`src/rtl/gcd_req_if.sv`:
```
// Bus bundle for gcd_req: upstream operand handshake, engine start/done
// link and downstream result handshake. "master" is the controller view,
// "slave" is the view of the surrounding logic (host, engine, sink).
interface gcd_req_if #(
    parameter int WIDTH = 32
);
    logic             in_valid;
    logic             in_ready;
    logic [WIDTH-1:0] in_a;
    logic [WIDTH-1:0] in_b;

    logic [WIDTH-1:0] gcd_a_in;
    logic [WIDTH-1:0] gcd_b_in;
    logic             gcd_start;
    logic             gcd_done;
    logic [WIDTH-1:0] gcd_result;

    logic             out_valid;
    logic             out_ready;
    logic [WIDTH-1:0] out_result;
    logic             out_err;

    modport master (
        input  in_valid, in_a, in_b, gcd_done, gcd_result, out_ready,
        output in_ready, gcd_a_in, gcd_b_in, gcd_start, out_valid, out_result, out_err
    );

    modport slave (
        output in_valid, in_a, in_b, gcd_done, gcd_result, out_ready,
        input  in_ready, gcd_a_in, gcd_b_in, gcd_start, out_valid, out_result, out_err
    );
endinterface

```
`src/rtl/gcd_req.sv`:
```
// gcd_req: initiator-side controller for the gcd engine start/done protocol.
// Operand pairs are queued in a DEPTH-entry FIFO, issued one at a time to the
// engine and the results handed downstream in push order. Pairs with a zero
// operand are answered locally (GCD(0,x) = x) without an engine call.
// Optional macro GCD_TIMEOUT_EN adds a WAIT watchdog of TIMEOUT cycles that
// returns an all-ones result with out_err=1; without it out_err is tied low.
//
// state | meaning
// IDLE  | waiting for a queued pair; pops the head when one is present
// ISSUE | one-cycle gcd_start pulse, operands already on gcd_a_in/gcd_b_in
// WAIT  | waiting for gcd_done (or the watchdog when enabled)
// HOLD  | result presented with out_valid until out_ready
module gcd_req #(
    parameter int WIDTH   = 32,
    parameter int DEPTH   = 4,
    parameter int TIMEOUT = 1024
) (
    input  logic      clk,
    input  logic      reset_n,
    gcd_req_if.master bus,
    output logic      busy
);
    localparam int PW = $clog2(DEPTH);

    typedef enum logic [1:0] {IDLE, ISSUE, WAIT, HOLD} state_t;

    state_t             state;
    state_t             state_nx;
    logic [2*WIDTH-1:0] mem [DEPTH];
    logic [PW-1:0]      wr_ptr;
    logic [PW-1:0]      rd_ptr;
    logic [PW:0]        count;
    logic [PW:0]        count_nx;
    logic               push;
    logic               pop;
    logic [WIDTH-1:0]   head_a;
    logic [WIDTH-1:0]   head_b;
    logic               head_zero;
    logic               cap_done;

    assign push      = bus.in_valid && bus.in_ready;
    assign pop       = (state == IDLE) && (count != '0);
    assign head_a    = mem[rd_ptr][2*WIDTH-1:WIDTH];
    assign head_b    = mem[rd_ptr][WIDTH-1:0];
    assign head_zero = (head_a == '0) || (head_b == '0);
    assign count_nx  = count + (PW+1)'(push) - (PW+1)'(pop);

    assign bus.gcd_start = (state == ISSUE);
    assign bus.out_valid = (state == HOLD);
    assign busy          = (count != '0) || (state != IDLE);

`ifdef GCD_TIMEOUT_EN
    localparam int TW = $clog2(TIMEOUT + 1);

    logic [TW-1:0] tmo_cnt;
    logic          tmo_hit;
    logic          err_q;

    assign bus.out_err = err_q;

    // watchdog: cleared while issuing, counts every WAIT cycle
    always_ff @(posedge clk) begin
        if (reset_n) begin
            tmo_cnt <= '0;
        end else if (state == ISSUE) begin
            tmo_cnt <= '0;
        end else if (state == WAIT) begin
            tmo_cnt <= tmo_cnt + TW'(1);
        end
    end
`else
    logic unused_timeout;

    assign unused_timeout = (TIMEOUT > 0);
    assign bus.out_err    = 1'b0;
`endif

    // FIFO storage, no reset needed since count gates every read
    always_ff @(posedge clk) begin
        if (push) begin
            mem[wr_ptr] <= {bus.in_a, bus.in_b};
        end
    end

    // FIFO pointers, occupancy and the registered in_ready
    always_ff @(posedge clk) begin
        if (reset_n) begin
            wr_ptr       <= '0;
            rd_ptr       <= '0;
            count        <= '0;
            bus.in_ready <= 1'b1;
        end else begin
            if (push) begin
                wr_ptr <= wr_ptr + PW'(1);
            end
            if (pop) begin
                rd_ptr <= rd_ptr + PW'(1);
            end
            count        <= count_nx;
            bus.in_ready <= (count_nx != (PW+1)'(DEPTH));
        end
    end

    // FSM state register
    always_ff @(posedge clk) begin
        if (reset_n) begin
            state <= IDLE;
        end else begin
            state <= state_nx;
        end
    end

    // FSM next state and result-capture strobes
    always_comb begin
        state_nx = state;
        cap_done = 1'b0;
`ifdef GCD_TIMEOUT_EN
        tmo_hit  = 1'b0;
`endif
        case (state)
            IDLE: begin
                if (pop) begin
                    state_nx = head_zero ? HOLD : ISSUE;
                end
            end
            ISSUE: begin
                state_nx = WAIT;
            end
            WAIT: begin
                if (bus.gcd_done) begin
                    state_nx = HOLD;
                    cap_done = 1'b1;
                end
`ifdef GCD_TIMEOUT_EN
                else if (tmo_cnt == TW'(TIMEOUT - 1)) begin
                    state_nx = HOLD;
                    tmo_hit  = 1'b1;
                end
`endif
            end
            HOLD: begin
                if (bus.out_ready) begin
                    state_nx = IDLE;
                end
            end
            default: state_nx = IDLE;
        endcase
    end

    // operand and result registers, stable between their load points
    always_ff @(posedge clk) begin
        if (reset_n) begin
            bus.gcd_a_in   <= '0;
            bus.gcd_b_in   <= '0;
            bus.out_result <= '0;
`ifdef GCD_TIMEOUT_EN
            err_q          <= 1'b0;
`endif
        end else begin
            if (pop) begin
                bus.gcd_a_in <= head_a;
                bus.gcd_b_in <= head_b;
                if (head_zero) begin
                    bus.out_result <= head_a | head_b;
`ifdef GCD_TIMEOUT_EN
                    err_q          <= 1'b0;
`endif
                end
            end
            if (cap_done) begin
                bus.out_result <= bus.gcd_result;
`ifdef GCD_TIMEOUT_EN
                err_q          <= 1'b0;
`endif
            end
`ifdef GCD_TIMEOUT_EN
            if (tmo_hit) begin
                bus.out_result <= '1;
                err_q          <= 1'b1;
            end
`endif
        end
    end
endmodule

```
`src/flat_wrapper.sv`:
```
// flat-port wrapper written by rule: the top's interface ports become plain ports
module gcd_req_flat 
#(
    parameter int WIDTH   = 32,
    parameter int DEPTH   = 4,
    parameter int TIMEOUT = 1024
)
  (clk, reset_n, busy, bus_in_valid, bus_in_a, bus_in_b, bus_gcd_done, bus_gcd_result, bus_out_ready, bus_in_ready, bus_gcd_a_in, bus_gcd_b_in, bus_gcd_start, bus_out_valid, bus_out_result, bus_out_err);
  gcd_req_if #(.WIDTH(WIDTH)) bus_i ();
  input  logic clk;
  input  logic reset_n;
  output logic busy;
  input wire logic [$bits(bus_i.in_valid)-1:0] bus_in_valid;
  input wire logic [$bits(bus_i.in_a)-1:0] bus_in_a;
  input wire logic [$bits(bus_i.in_b)-1:0] bus_in_b;
  input wire logic [$bits(bus_i.gcd_done)-1:0] bus_gcd_done;
  input wire logic [$bits(bus_i.gcd_result)-1:0] bus_gcd_result;
  input wire logic [$bits(bus_i.out_ready)-1:0] bus_out_ready;
  output wire logic [$bits(bus_i.in_ready)-1:0] bus_in_ready;
  output wire logic [$bits(bus_i.gcd_a_in)-1:0] bus_gcd_a_in;
  output wire logic [$bits(bus_i.gcd_b_in)-1:0] bus_gcd_b_in;
  output wire logic [$bits(bus_i.gcd_start)-1:0] bus_gcd_start;
  output wire logic [$bits(bus_i.out_valid)-1:0] bus_out_valid;
  output wire logic [$bits(bus_i.out_result)-1:0] bus_out_result;
  output wire logic [$bits(bus_i.out_err)-1:0] bus_out_err;
  assign bus_i.in_valid = bus_in_valid;
  assign bus_i.in_a = bus_in_a;
  assign bus_i.in_b = bus_in_b;
  assign bus_i.gcd_done = bus_gcd_done;
  assign bus_i.gcd_result = bus_gcd_result;
  assign bus_i.out_ready = bus_out_ready;
  assign bus_in_ready = bus_i.in_ready;
  assign bus_gcd_a_in = bus_i.gcd_a_in;
  assign bus_gcd_b_in = bus_i.gcd_b_in;
  assign bus_gcd_start = bus_i.gcd_start;
  assign bus_out_valid = bus_i.out_valid;
  assign bus_out_result = bus_i.out_result;
  assign bus_out_err = bus_i.out_err;
  gcd_req #(.WIDTH(WIDTH), .DEPTH(DEPTH), .TIMEOUT(TIMEOUT)) u_core (.clk(clk), .reset_n(reset_n), .bus(bus_i), .busy(busy));
endmodule
```
`config.mk`:
```
export PLATFORM = sky130hd
export DESIGN_NAME = gcd_req_flat
export DESIGN_NICKNAME = d
export VERILOG_FILES = /design/src/rtl/gcd_req_if.sv /design/src/rtl/gcd_req.sv /design/src/flat_wrapper.sv
export SDC_FILE = /design/constraint.sdc
export NUM_CORES = 1
export LEC_CHECK = 0
export ABC_CLOCK_PERIOD_IN_PS = 3300
export CAP_MARGIN = 20
export CORE_MARGIN = 2
export CORE_UTILIZATION = 50
export CTS_CLUSTER_DIAMETER = 200
export DETAILED_ROUTE_END_ITERATION = 8
export PLACE_DENSITY = 0.73
export SYNTH_ARGS = -nofsm -noshare
export SYNTH_HDL_FRONTEND = slang
export SYNTH_SLANG_ARGS = --single-unit
```
`constraint.sdc`:
```
create_clock -name clk -period 3.3 [get_ports clk]
set_input_delay 0.66 -clock clk [delete_from_list [all_inputs] [get_ports clk]]
set_output_delay 0.66 -clock clk [all_outputs]
set_load 0.02 [all_outputs]
```
==> results by group <==
Global route
  • Aggregate global routing overflow: 0
  • All-Layer GR Usage: 24.6%
  • Vias in the first global route: 9,249
  • Initial antenna violation count: 2
  • First-pass GRT wire length: 56,000 microns
  • Pin count of the biggest net entering global routing: 97

Placement
  • Routability cong.: 0.820
  • Hpwl dp: 24,600 microns
  • Port buffer count: 200
  • Dpl ws: 0.373 ns
  • Placed insts: 1,567

Layout
  • Area grow syn2layout: 25.6%
  • Fin nets: 1,334
  • Cell Count, Final, Fillers Out: 1,635
  • Layout cell share with drive strength beyond 1: 12.2%
  • Fill cells: 2,076

Clock network
  • CTS Buf Count: 36
  • H-Tree Depth: 2
  • CTS Hold Bufs: 0
  • CTS root buf: clkbuf_16
  • CTS tree: done
  • Clk Latency, worst-skew pair: 0.53 ns
  • CTS Buffer Depth: 3
  • Reg clk slew, reported paths: 0.06 ns
  • Number of gates resized after CTS: 0
  • Total clock sinks: 364
  • Postcts setup bufs: 0

Yosys
  • Top post-synthesis cells by area: edfxtp_1 (53%), dfxtp_1 (15%), mux4_2 (10%)
  • Yosys warnings: 0
  • Post-Synth XOR/XNOR Area: 0.304%
  • Synth top cells by count: edfxtp_1 (256), nand2_1 (167), dfxtp_1 (108), a21oi_1 (98), nor3_1 (97)
  • Mapped cell area: 14,400 sq um
  • Simple-Gate Fraction of Synth Area: 11.8%
  • Post-synth EDFFs: 256
  • Sequential area share after synthesis: 68.4%
  • Count leader, synth: edfxtp_1
  • Post-synthesis register bit count: 364
  • Mean post-synth cell area: 14.0 sq um
  • Largest family of logic cells by synthesized area: multiplexers
  • Most common flop cell mapped by yosys: edfxtp_1
  • Adder-cell area share of the yosys netlist: 1.09%
  • Cells after Synth: 1,028
  • Mapped Nets: 1,141
  • Synth top area share: 53.4%
  • Leading area contributor after synthesis: edfxtp_1
  • Distinct cell type count after synthesis: 32
  • Complex-gate fraction of the synthesized area: 3.70%
  • Post-synthesis mux area share: 12.2%
  • Synth async-reset ratio: 0%

Timing
  • Worst slew pin tran: 1.08 ns
  • Slew headroom: 27.9%
  • Max Freq: 0.342 GHz
  • Slew Limit Fails: 0
  • Final worst setup slack: 0.376 ns
  • Unrepaired setup endpoints after global routing: false
  • Final TNS setup: 0 ns
  • Final hold vios: 0
  • Fin crit share: 88.6%
  • Endpoints failing setup: 0
  • Worst Clk Skew: 0.0127 ns
  • Final min period: 2.92 ns

Setup path
  • Most common cell on crit path: buf_12
  • Slowest CP cell: mux4_2
  • Worst path top cell family by delay: simple AND/OR/NAND/NOR gates
  • Crit-path cells: buf_12, mux4_2, nor4_1, nand4_1, o22ai_4, buf_12, nor2_1, o41ai_2
  • CP Data Arrival Time: 3.35 ns
  • Crit Path Class: reg2reg
  • WP buf/inv: 2
  • Setup crit start kind: register
  • Worst Path Max Fanout: 33
  • Crit end category: register
  • Max incr delay on CP: 0.61 ns
  • Worst Path Required: 3.73 ns

Die
  • Die ar.: 30,200 sq um
  • Core area: 28,500 sq um
  • Horiz. Die Dim: 174 microns
  • # IOs: 202
  • Starting Density: 50.5%
  • Die H: 174 microns
  • Num rows: 62

Routing
  • Detailed Route Iter0 Violations: 1,198
  • Pre-Repair DR Iteration Count: 5
  • Drc violations: 0
  • Final ANT Viol Nets: 0
  • Routed WL: 37,400 microns
  • Vias: 9,499
  • Via density: 5.81
  • Wire per inst: 22.9 microns

Power and ir drop
  • Power per cell area: 819 nW/um^2
  • VDD IR max: 0.539 mV
  • Leakage: 6.04 nW
  • Pwr Total: 0.0148 W

Run
  • Maxcap violations: 0

Outcome
  • Run status: finished clean

Min path
  • Hold Path Origin: u_core.bus.gcd_b_in[13]$_SDFFE_PP0P_
  • Min-delay worst type: reg2reg
[per-layer routing]
| metal | global-route usage [%] | up-vias | share of wire (%) |
|---|---|---|---|
| li1 | - | 4232 | - |
| met1 | 34.9 | 4663 | 41 |
| met2 | 38.4 | 538 | 47 |
| met3 | 5.46 | 66 | 9.7 |
| met4 | 7.39 | 0 | 2.6 |
| met5 | 0 | - | 0 |
[worst min-delay path: stages (launching register included)]
cell,delay [ns]
dfxtp_1,0.30
nand2_1,0.05
a21oi_1,0.05
[flip-flops by register name (all words and copies together), names as in the netlist, named ones only]
signal / count
u_core.bus.gcd_b_in: 32
u_core.bus.in_ready: 1
u_core.rd_ptr: 2
u_core.mem: 256
u_core.wr_ptr: 2
u_core.bus.out_result: 32
u_core.state: 2
u_core.bus.gcd_a_in: 32
u_core.count: 3
[where the power goes]
group	leakage (nW)	internal [W]	switching, W
Clock	0.580	0.00236	0.00169
Combinational	2.23	0.00196	0.00291
Sequential	3.23	0.00558	0.000327
[cell families after synthesis]
family / after synthesis
muxes: 96
and+or+nand+nor: 368
xor gates and xnor gates: 5
DFF: 364
AOI/OAI and AO/OA: 102
adders and majority gates: 12
other: 1
buffers and inverters: 80
[cell usage in the layout, fill, tap and decap left out, types with 16 or more instances in the layout]
| master | Yosys | routed |
|---|---|---|
| nand2_1 | 167 | 166 |
| nor4_1 | 16 | 16 |
| nor3_1 | 97 | 97 |
| nor3b_1 | 32 | 32 |
| clkdlybuf4s50_1 | 0 | 199 |
| dfxtp_1 | 108 | 106 |
| mux4_2 | 64 | 64 |
| mux2i_1 | 32 | 32 |
| clkbuf_16 | 0 | 36 |
| edfxtp_1 | 256 | 256 |
| a21oi_1 | 98 | 98 |
| nor2_1 | 41 | 41 |
[area by class of cell]
cell class	count	area, sq um	share of cell area (%)
flip-flops and latches	364	9850	54.5
multi-input cells	584	4230	23.3
repair buffers	223	2310	12.8
clock buffers	48	986	5.45
well taps	384	480	2.65
clock inverters	18	191	1.06
inverters	12	45.0	0.249
diodes	2	5.00	0.0277
[per-stage QoR]
step           hold slack (ns)  cell area, sq um  util, %
6_report                 0.452             18100     63.4
5_1_grt                  0.480             18100     63.4
4_1_cts                  0.454             18100     63.4
3_5_place_dp             0.446             16900     59.3
3_3_place_gp             0.443             16900     59.3
2_1_floorplan            0.469             14400        -
[worst paths after layout]
check        slack [ns]  cells past startpoint                                    to
max                0.38                      8          u_core.state[1]$_SDFFE_PP0P_
min                0.45                      2  u_core.bus.gcd_b_in[13]$_SDFFE_PP0P_
max reg2reg        0.38                      8          u_core.state[1]$_SDFFE_PP0P_
min reg2reg        0.45                      2  u_core.bus.gcd_b_in[13]$_SDFFE_PP0P_
Power figures use the tool's default switching activity.
